--- src/rtl/nearest_search_ctrl.sv ---
// nearest_search_ctrl: streams a burst of samples through one |x - reff| compare
// stage and keeps the sample closest to the latched reference.
module nearest_search_ctrl #(
    parameter int unsigned WIDTH   = 8,
    parameter int unsigned MAX_LEN = 16,
    parameter int unsigned CNT_W   = 5
) (
    input  logic             clk,
    input  logic             rst_n,
    input  logic             start,
    input  logic [WIDTH-1:0] reff_in,
    input  logic [CNT_W-1:0] len,
    input  logic             in_valid,
    input  logic [WIDTH-1:0] in_data,
    output logic             in_ready,
    output logic             busy,
    output logic             done,
    output logic             empty,
    output logic [WIDTH-1:0] best,
    output logic [CNT_W-1:0] best_idx,
    output logic [WIDTH-1:0] best_dist
);

    typedef enum logic [1:0] {
        IDLE = 2'd0,
        RUN  = 2'd1,
        FIN  = 2'd2
    } state_t;

    state_t           state_q, state_d;
    logic [WIDTH-1:0] reff_q, reff_d;
    logic [CNT_W-1:0] len_q, len_d;
    logic [CNT_W-1:0] cnt_q, cnt_d;
    logic             in_ready_q, in_ready_d;
    logic             busy_q, busy_d;
    logic             done_q, done_d;
    logic             empty_q, empty_d;
    logic [WIDTH-1:0] best_q, best_d;
    logic [CNT_W-1:0] best_idx_q, best_idx_d;
    logic [WIDTH-1:0] best_dist_q, best_dist_d;

    logic [CNT_W-1:0] len_sat_c;
    logic [WIDTH-1:0] dist_c;
    logic             xfer_c;
    logic             last_c;

    // Burst length clamp, absolute distance and transfer qualifiers
    always_comb begin
        len_sat_c = (len > CNT_W'(MAX_LEN)) ? CNT_W'(MAX_LEN) : len;
        dist_c    = (in_data >= reff_q) ? (in_data - reff_q) : (reff_q - in_data);
        xfer_c    = (state_q == RUN) && in_valid;
        last_c    = (cnt_q == (len_q - CNT_W'(1)));
    end

    // State and result registers with synchronous active-low reset
    always_ff @(posedge clk) begin
        if (!rst_n) begin
            state_q     <= IDLE;
            reff_q      <= '0;
            len_q       <= '0;
            cnt_q       <= '0;
            in_ready_q  <= 1'b0;
            busy_q      <= 1'b0;
            done_q      <= 1'b0;
            empty_q     <= 1'b0;
            best_q      <= '0;
            best_idx_q  <= '0;
            best_dist_q <= '0;
        end else begin
            state_q     <= state_d;
            reff_q      <= reff_d;
            len_q       <= len_d;
            cnt_q       <= cnt_d;
            in_ready_q  <= in_ready_d;
            busy_q      <= busy_d;
            done_q      <= done_d;
            empty_q     <= empty_d;
            best_q      <= best_d;
            best_idx_q  <= best_idx_d;
            best_dist_q <= best_dist_d;
        end
    end

    // Next-state selection
    always_comb begin
        state_d = state_q;
        unique case (state_q)
            IDLE: begin
                if (start) begin
                    state_d = (len_sat_c == '0) ? FIN : RUN;
                end
            end
            RUN: begin
                if (xfer_c && last_c) begin
                    state_d = FIN;
                end
            end
            FIN:     state_d = IDLE;
            default: state_d = IDLE;
        endcase
    end

    // Handshake flags follow the upcoming state; datapath loads on start and on transfers
    always_comb begin
        reff_d      = reff_q;
        len_d       = len_q;
        cnt_d       = cnt_q;
        empty_d     = empty_q;
        best_d      = best_q;
        best_idx_d  = best_idx_q;
        best_dist_d = best_dist_q;
        in_ready_d  = (state_d == RUN);
        busy_d      = (state_d == RUN);
        done_d      = (state_d == FIN);

        if ((state_q == IDLE) && start) begin
            reff_d  = reff_in;
            len_d   = len_sat_c;
            cnt_d   = '0;
            empty_d = 1'b0;
            if (len_sat_c == '0) begin
                empty_d     = 1'b1;
                best_d      = '0;
                best_idx_d  = '0;
                best_dist_d = '0;
            end
        end else if (xfer_c) begin
            cnt_d = cnt_q + CNT_W'(1);
            // Strict less-than keeps the earliest sample on ties
            if ((cnt_q == '0) || (dist_c < best_dist_q)) begin
                best_d      = in_data;
                best_idx_d  = cnt_q;
                best_dist_d = dist_c;
            end
        end
    end

    assign in_ready  = in_ready_q;
    assign busy      = busy_q;
    assign done      = done_q;
    assign empty     = empty_q;
    assign best      = best_q;
    assign best_idx  = best_idx_q;
    assign best_dist = best_dist_q;

endmodule

--- config.mk ---
export PLATFORM = sky130hd
export DESIGN_NAME = nearest_search_ctrl
export DESIGN_NICKNAME = d
export VERILOG_FILES = /design/src/rtl/nearest_search_ctrl.sv
export SDC_FILE = /design/constraint.sdc
export NUM_CORES = 1
export LEC_CHECK = 0
export ABC_AREA = 1
export CAP_MARGIN = 25
export CELL_PAD_IN_SITES_DETAIL_PLACEMENT = 0
export CELL_PAD_IN_SITES_GLOBAL_PLACEMENT = 1
export CORE_MARGIN = 2
export CORE_UTILIZATION = 41
export CTS_CLUSTER_DIAMETER = 80
export DETAILED_ROUTE_END_ITERATION = 10
export PLACE_DENSITY_LB_ADDON = 0.1
export SLEW_MARGIN = 10
export SYNTH_ARGS = -nofsm -noshare
export SYNTH_HDL_FRONTEND = slang
export SYNTH_SLANG_ARGS = --single-unit
--- constraint.sdc ---
create_clock -name clk -period 5.3 [get_ports clk]
set_clock_uncertainty 0.05 [all_clocks]
set_input_delay 0.53 -clock clk [delete_from_list [all_inputs] [get_ports clk]]
set_output_delay 0.53 -clock clk [all_outputs]
set_load 0.05 [all_outputs]
==> qor.yml <==
synth:
  syn_nets: 444
  yosysWarnings: 0
  syn_inst: 392
  synth_area_um2: 2810
  synth_seq_cells: 44
  synth_area_per_cell_um2: 7.18
  synth-seq-area-share_pct: 31.3
  synth_cell_types: 28
die:
  die_h_um: 86.8
  dieArea_um2: 7540
  rows: 30
  die-width_um: 86.8
  initial_core_util_pct: 41.9
  ios: 50
  core_um2: 6720
layout:
  fillers: 687
  drive_above_1_share_pct: 6.88
  final_common_cell: "nand2_1"
  syn2layout_area_growth_pct: 22.4
  antennaDiodeCount: 0
  mostFrequentLayoutCells: "nand2_1, inv_1, clkdlybuf4s50_1"
  final_net_count: 487
  stdcell_area_um2: 3440
clock_tree:
  cts.hold.buffers_added: 0
  cts_resized: 0
  numCtsBuffers: 5
  clk_path_buf_depth: 2
  cts_root_buf: "clkbuf_8"
  clkSinkCount: 44
  cts_htree_levels: 2
  post-cts-setup-buffers: 0
  clock_latency_ps: 310
  clkTransAtPathRegs_ps: 100
  cts_tree: "built"
power:
  finalPower_uw: 945
  pwr_density_cell_nw_per_um2: 274
  p_leak_nw: 1.50
  peakVddDrop_v: 0.000121
route:
  wl_per_cell_um: 12.6
  wl_mm: 6.49
  drt-pass1-iter-count: 4
  viasPerCell: 4.84
  drc_errors: 0
  antenna_left: 0
  dr_total_vias: 2495
  drtIter0Drc: 98
placed_design:
  dpl-instance-area_um2: 3320
  gp_congestion: 0.841
  hpwl_mm: 4.90
  port_buffers: 49
flow_run:
  drv_cap: 0
timing:
  setup_tns_ps: 0
  fin_crit_sh_pct: 68.9
  maxSlewViolCount: 0
  max_slew_margin_pct: 44.7
  rsz0062_at_grt: "false"
  fmax_mhz: 274
  tightest_slew_ps: 827
  setup_viol: 0
  hold_viol: 0
  fin_crit_ps: 3650
global_routing:
  grt_usage_pct: 19.0
  grt_max_degree: 22
  overflow: 0
  grt_pass1_vias: 2464
  antenna_found_initial: 0
  grt_pass1_wl_mm: 11.4
setup_path:
  crit_path_max_fanout: 17
  setup.worst_path.class: "input port to flip-flop"
  cp.required_ps: 5500
  start_kind: "input port"
  critPathCaptureType: "flip-flop"
  crit_arrival_ps: 3850
run_status:
  status: "completed"
worst_hold_path:
  hold_class: "flip-flop to flip-flop"
critical path, stage by stage:
cell and delay [ps]:
clkdlybuf4s50_1 520, inv_1 60, ha_1 440, nand2_1 90
inv_1 90, nand2_1 50, nand2_1 120, xor2_1 170
inv_1 50, o21ai_0 220, inv_1 70, ha_1 280
a21oi_1 140, nand2_1 70, nand2_1 70, nand2_2 70
a21oi_4 430, nand2_1 190, o21ai_0 190
stage by stage:
stage	std cells	util [%]	setup WS, ps	hold slack (ps)
floorplan	392	-	2330	383
global placement	508	49.5	1310	408
detailed placement	508	49.5	1270	413
CTS	516	51.3	1600	430
global route	516	51.3	1190	449
finish	516	51.3	1650	426
metal layers:
layer	vias up	GRT usage (%)	wire, µm
met4	0	4.69	82
met3	7	3.90	223
li1	1333	-	-
met1	1103	26.1	3360
met2	52	30.3	2830
met5	-	0	0
power by group:
part | switching [mW] | internal (mW) | total, mW
Combinational | 0.185 | 0.118 | 0.303
Sequential | 0.0104 | 0.346 | 0.357
Clock | 0.130 | 0.154 | 0.285
Total | 0.326 | 0.618 | 0.945
final timing paths:
path | startpoint | to | slack (ps) | cells after the start
setup / recovery | in_data[2] | best_dist[5]$_SDFFE_PN0P_ | 1650 | 19
hold / removal | best_idx[1]$_SDFFE_PN0P_ | best_idx[1]$_SDFFE_PN0P_ | 430 | 2
setup reg to reg | reff_q[1]$_SDFFE_PN0P_ | best_dist[5]$_SDFFE_PN0P_ | 2060 | 16
hold reg to reg | best_idx[1]$_SDFFE_PN0P_ | best_idx[1]$_SDFFE_PN0P_ | 430 | 2
Yosys cell counts:
cell / count / share of area [%]
nand2_1: 86 / 11
inv_1: 66 / 8.8
dfxtp_1: 44 / 31
nand3_1: 35 / 6.2
a21oi_1: 32 / 5.7
ha_1: 25 / 11
o21ai_0: 25 / 4.4
nor2_1: 10 / 1.3
xnor2_1: 10 / 3.1
a21oi_2: 9 / 2.8
xor2_1: 8 / 2.5
nand4_1: 7 / 1.6
buf_2: 5 / 0.89
nand2_2: 5 / 1.1
clkbuf_1: 4 / 0.53
nor3_1: 4 / 0.71
buf_6: 3 / 1.2
fa_1: 2 / 1.4
nand2_4: 2 / 0.80
nor2_2: 2 / 0.44
a21oi_4: 1 / 0.58
buf_4: 1 / 0.27
inv_2: 1 / 0.13
inv_4: 1 / 0.22
nand3_4: 1 / 0.62
nor3b_1: 1 / 0.27
o21a_1: 1 / 0.27
o21ai_1: 1 / 0.18
logic make-up after synthesis:
kind of cell    Yosys count  synth area share, %
fa+ha+maj                27                 12.5
buf+inv                  81                 12.0
xor+xnor                 18                 5.60
compound gates           69                 14.0
simple gates            153                 24.5
flops                    44                 31.3
final cells by class:
class	count	area (µm²)	area share (%)
inverters	68	258	7.48
clock inverters	2	38.8	1.13
multi-input cells	267	1590	46.3
repair buffers	49	490	14.2
flip-flops and latches	44	881	25.6
well taps	80	100	2.91
clock buffers	6	82.6	2.40
state kept, by name (all words and copies together), names as in the netlist, 2 cells and up:
register and count:
best_dist 8, cnt_q 5, state_q 2, best 8, best_idx 5, reff_q 8, len_q 5
Power figures use the tool's default switching activity.
==> RTL change: new RTL, config.mk and constraints unchanged <==
The parameter `WIDTH` goes from 8 to 10.
--- a/src/rtl/nearest_search_ctrl.sv
+++ b/src/rtl/nearest_search_ctrl.sv
@@ -1,7 +1,7 @@
 // nearest_search_ctrl: streams a burst of samples through one |x - reff| compare
 // stage and keeps the sample closest to the latched reference.
 module nearest_search_ctrl #(
-    parameter int unsigned WIDTH   = 8,
+    parameter int unsigned WIDTH   = 10,
     parameter int unsigned MAX_LEN = 16,
     parameter int unsigned CNT_W   = 5
 ) (
Interface: changed (resized best, best_dist, in_data and reff_in); port bits go from 50 to 58. The function was not compared with the original's and may differ.
==> RTL change against the original RTL <==
  * Count of clock-buffer cells in the layout did not move
  * Synthesized area rose by 22%
  * Total power rose by 19%
  * Highest routed layer unchanged
  * Largest power group is now combinational cells
  * Sequential cell count rose by 6
  * Routed wire length rose by 36%
  * Die area rose by 21%
  * Global-route usage rose by 1.5 points
  * Final cell count rose by 27%
  * Register-to-register slack got worse by 0.37 ns
  * Design area rose by 22%
  * Setup slack got worse by 0.41 ns
  * Critical path depth rose by 3
==> RTL change: results (changes against the original RTL) <==
critical_path:
  reg2reg_slack_ns: 1.69  # was 2.06 ns
  crit_path_end: "best_idx[3]"  # was best_dist[5]
  crit_arrival_ns: 4.20  # was 3.85 ns
  reg2reg_depth: 20  # was 16
  cp_max_fo: 25  # was 17
  cpLargestDelayFamily: "simple AND/OR/NAND/NOR gates"  # was compound AO/OA/AOI/OAI gates
  crit_start: "in_data[0]"  # was in_data[2]
  slowest_delay_ns: 0.48  # was 0.52 ns
  r2r-start: "reff_q[0]"  # was reff_q[1]
synth:
  syn_nets: 558  # was 444
  ys_top_cells_by_count: "nand2_1, inv_1, nand3_1"  # was nand2_1, inv_1, dfxtp_1
  synth_cell_types: 36  # was 28
  ys_seq_area_share_pct: 29.1  # was 31.3%
  ys_top_cells_by_area: "dfxtp_1, nand2_1, ha_1, inv_1, nand3_1"  # unchanged
  synth_cells: 496  # was 392
global_route:
  grt_pass1_vias: 2987  # was 2,464
  track_usage_pct: 20.4  # was 19.0%
  grt_max_degree: 32  # was 22
  grt_pass1_wl_mm: 14.7  # was 11.4 mm
finish:
  fillers: 850  # was 687
  nets: 610  # was 487
  drive_gt1_share_pct: 7.29  # was 6.88%
placement:
  dpl_worst_slack_ns: 0.818  # was 1.27 ns
  routabilityCongestion: 0.943  # was 0.841
  post_dp_cell_area_um2: 4040  # was 3320 um2
  io_buffers: 57  # was 49
  dp.cells: 644  # was 508
  dpl.hpwl_mm: 6.86  # was 4.90 mm
timing:
  fmax_mhz: 246  # was 274 MHz
  slew_headroom_pct: 51.4  # was 44.7%
pwr:
  ir_worst_vdd_mv: 0.119  # was 0.121 mV
  power.leakage_nw: 1.85  # was 1.50 nW
  switching_share_pct: 37.4  # was 34.5%
clock_network:
  cts_buffer_depth: 2  # unchanged
  worst_skew_pair.late_latency_ns: 0.32
route:
  viasPerCell: 4.90  # was 4.84
  first_pass_iters: 4  # unchanged
  routed-via-count: 3202  # was 2,495
  drtIter0Drc: 141  # was 98
outcome:
  status: "complete, no violations"  # unchanged
hold_path:
  hold_start: "empty"  # was best_idx[1]
  hold_end: "empty"  # was best_idx[1]
floorplan:
  dieWidth_um: 95.6  # was 86.8 um
[RTL change: cell count changes after synthesis, sizes merged, moves of 3 or more]
cell / unedited run / this run
a21oi: 42 / 53
dfxtp: 44 / 50
ha: 25 / 31
inv: 68 / 79
nand2: 93 / 130
nand3: 36 / 61
nand4: 7 / 4
nor2: 12 / 26
o21ai: 26 / 16
[RTL change: power groups by stage]
stage / sequential (W) / combinational (W) / clock (W)
final: 0.000408 / 0.000417 / 0.000303
after global routing: 0.000410 / 0.000470 / 0.000325
after CTS: 0.000408 / 0.000420 / 0.000307
after detailed placement: 0.000416 / 0.000418 / 0
after global placement: 0.000416 / 0.000415 / 0
after floorplan: 0.000448 / 0.000276 / 0
[RTL change: routing by layer]
layer  share of wire [%]  vias up  global-route usage (%)
met2                  46       65                    34.0
li1                    -     1690                       -
met1                  49     1441                    28.1
met5                   0        -                       0
met4                0.78        0                    4.17
met3                 3.9        6                    2.92
[RTL change: kinds of logic after synthesis]
| kind of cell | synth area share [%] |
|---|---|
| simple gates | 30.8 |
| buf+inv | 11.7 |
| compound gates | 11.6 |
| flops | 29.1 |
| fa+ha+maj | 12.4 |
| xor+xnor | 4.33 |
[RTL change: per-stage QoR]
step                util (%)  hold slack (ns)
floorplan                  -            0.383
global route            51.4            0.446
global placement        49.4            0.406
CTS                     50.9            0.428
finish                  51.4            0.424
detailed placement      49.4            0.410
[RTL change: area by class of cell]
cell class	instances	area share [%]
multi-input combinational	353	48.4
sequential	50	23.8
timing repair buffer	59	14.6
inverter	79	7.17
tap	105	3.13
clock buffer	6	1.96
clock inverter	2	0.923
[RTL change: tightest hold or removal path, delay by kind of cell, from the launching register on]
family          cells  cell delay, ns
flops               1            0.32
simple gates        1            0.06
compound gates      1            0.05
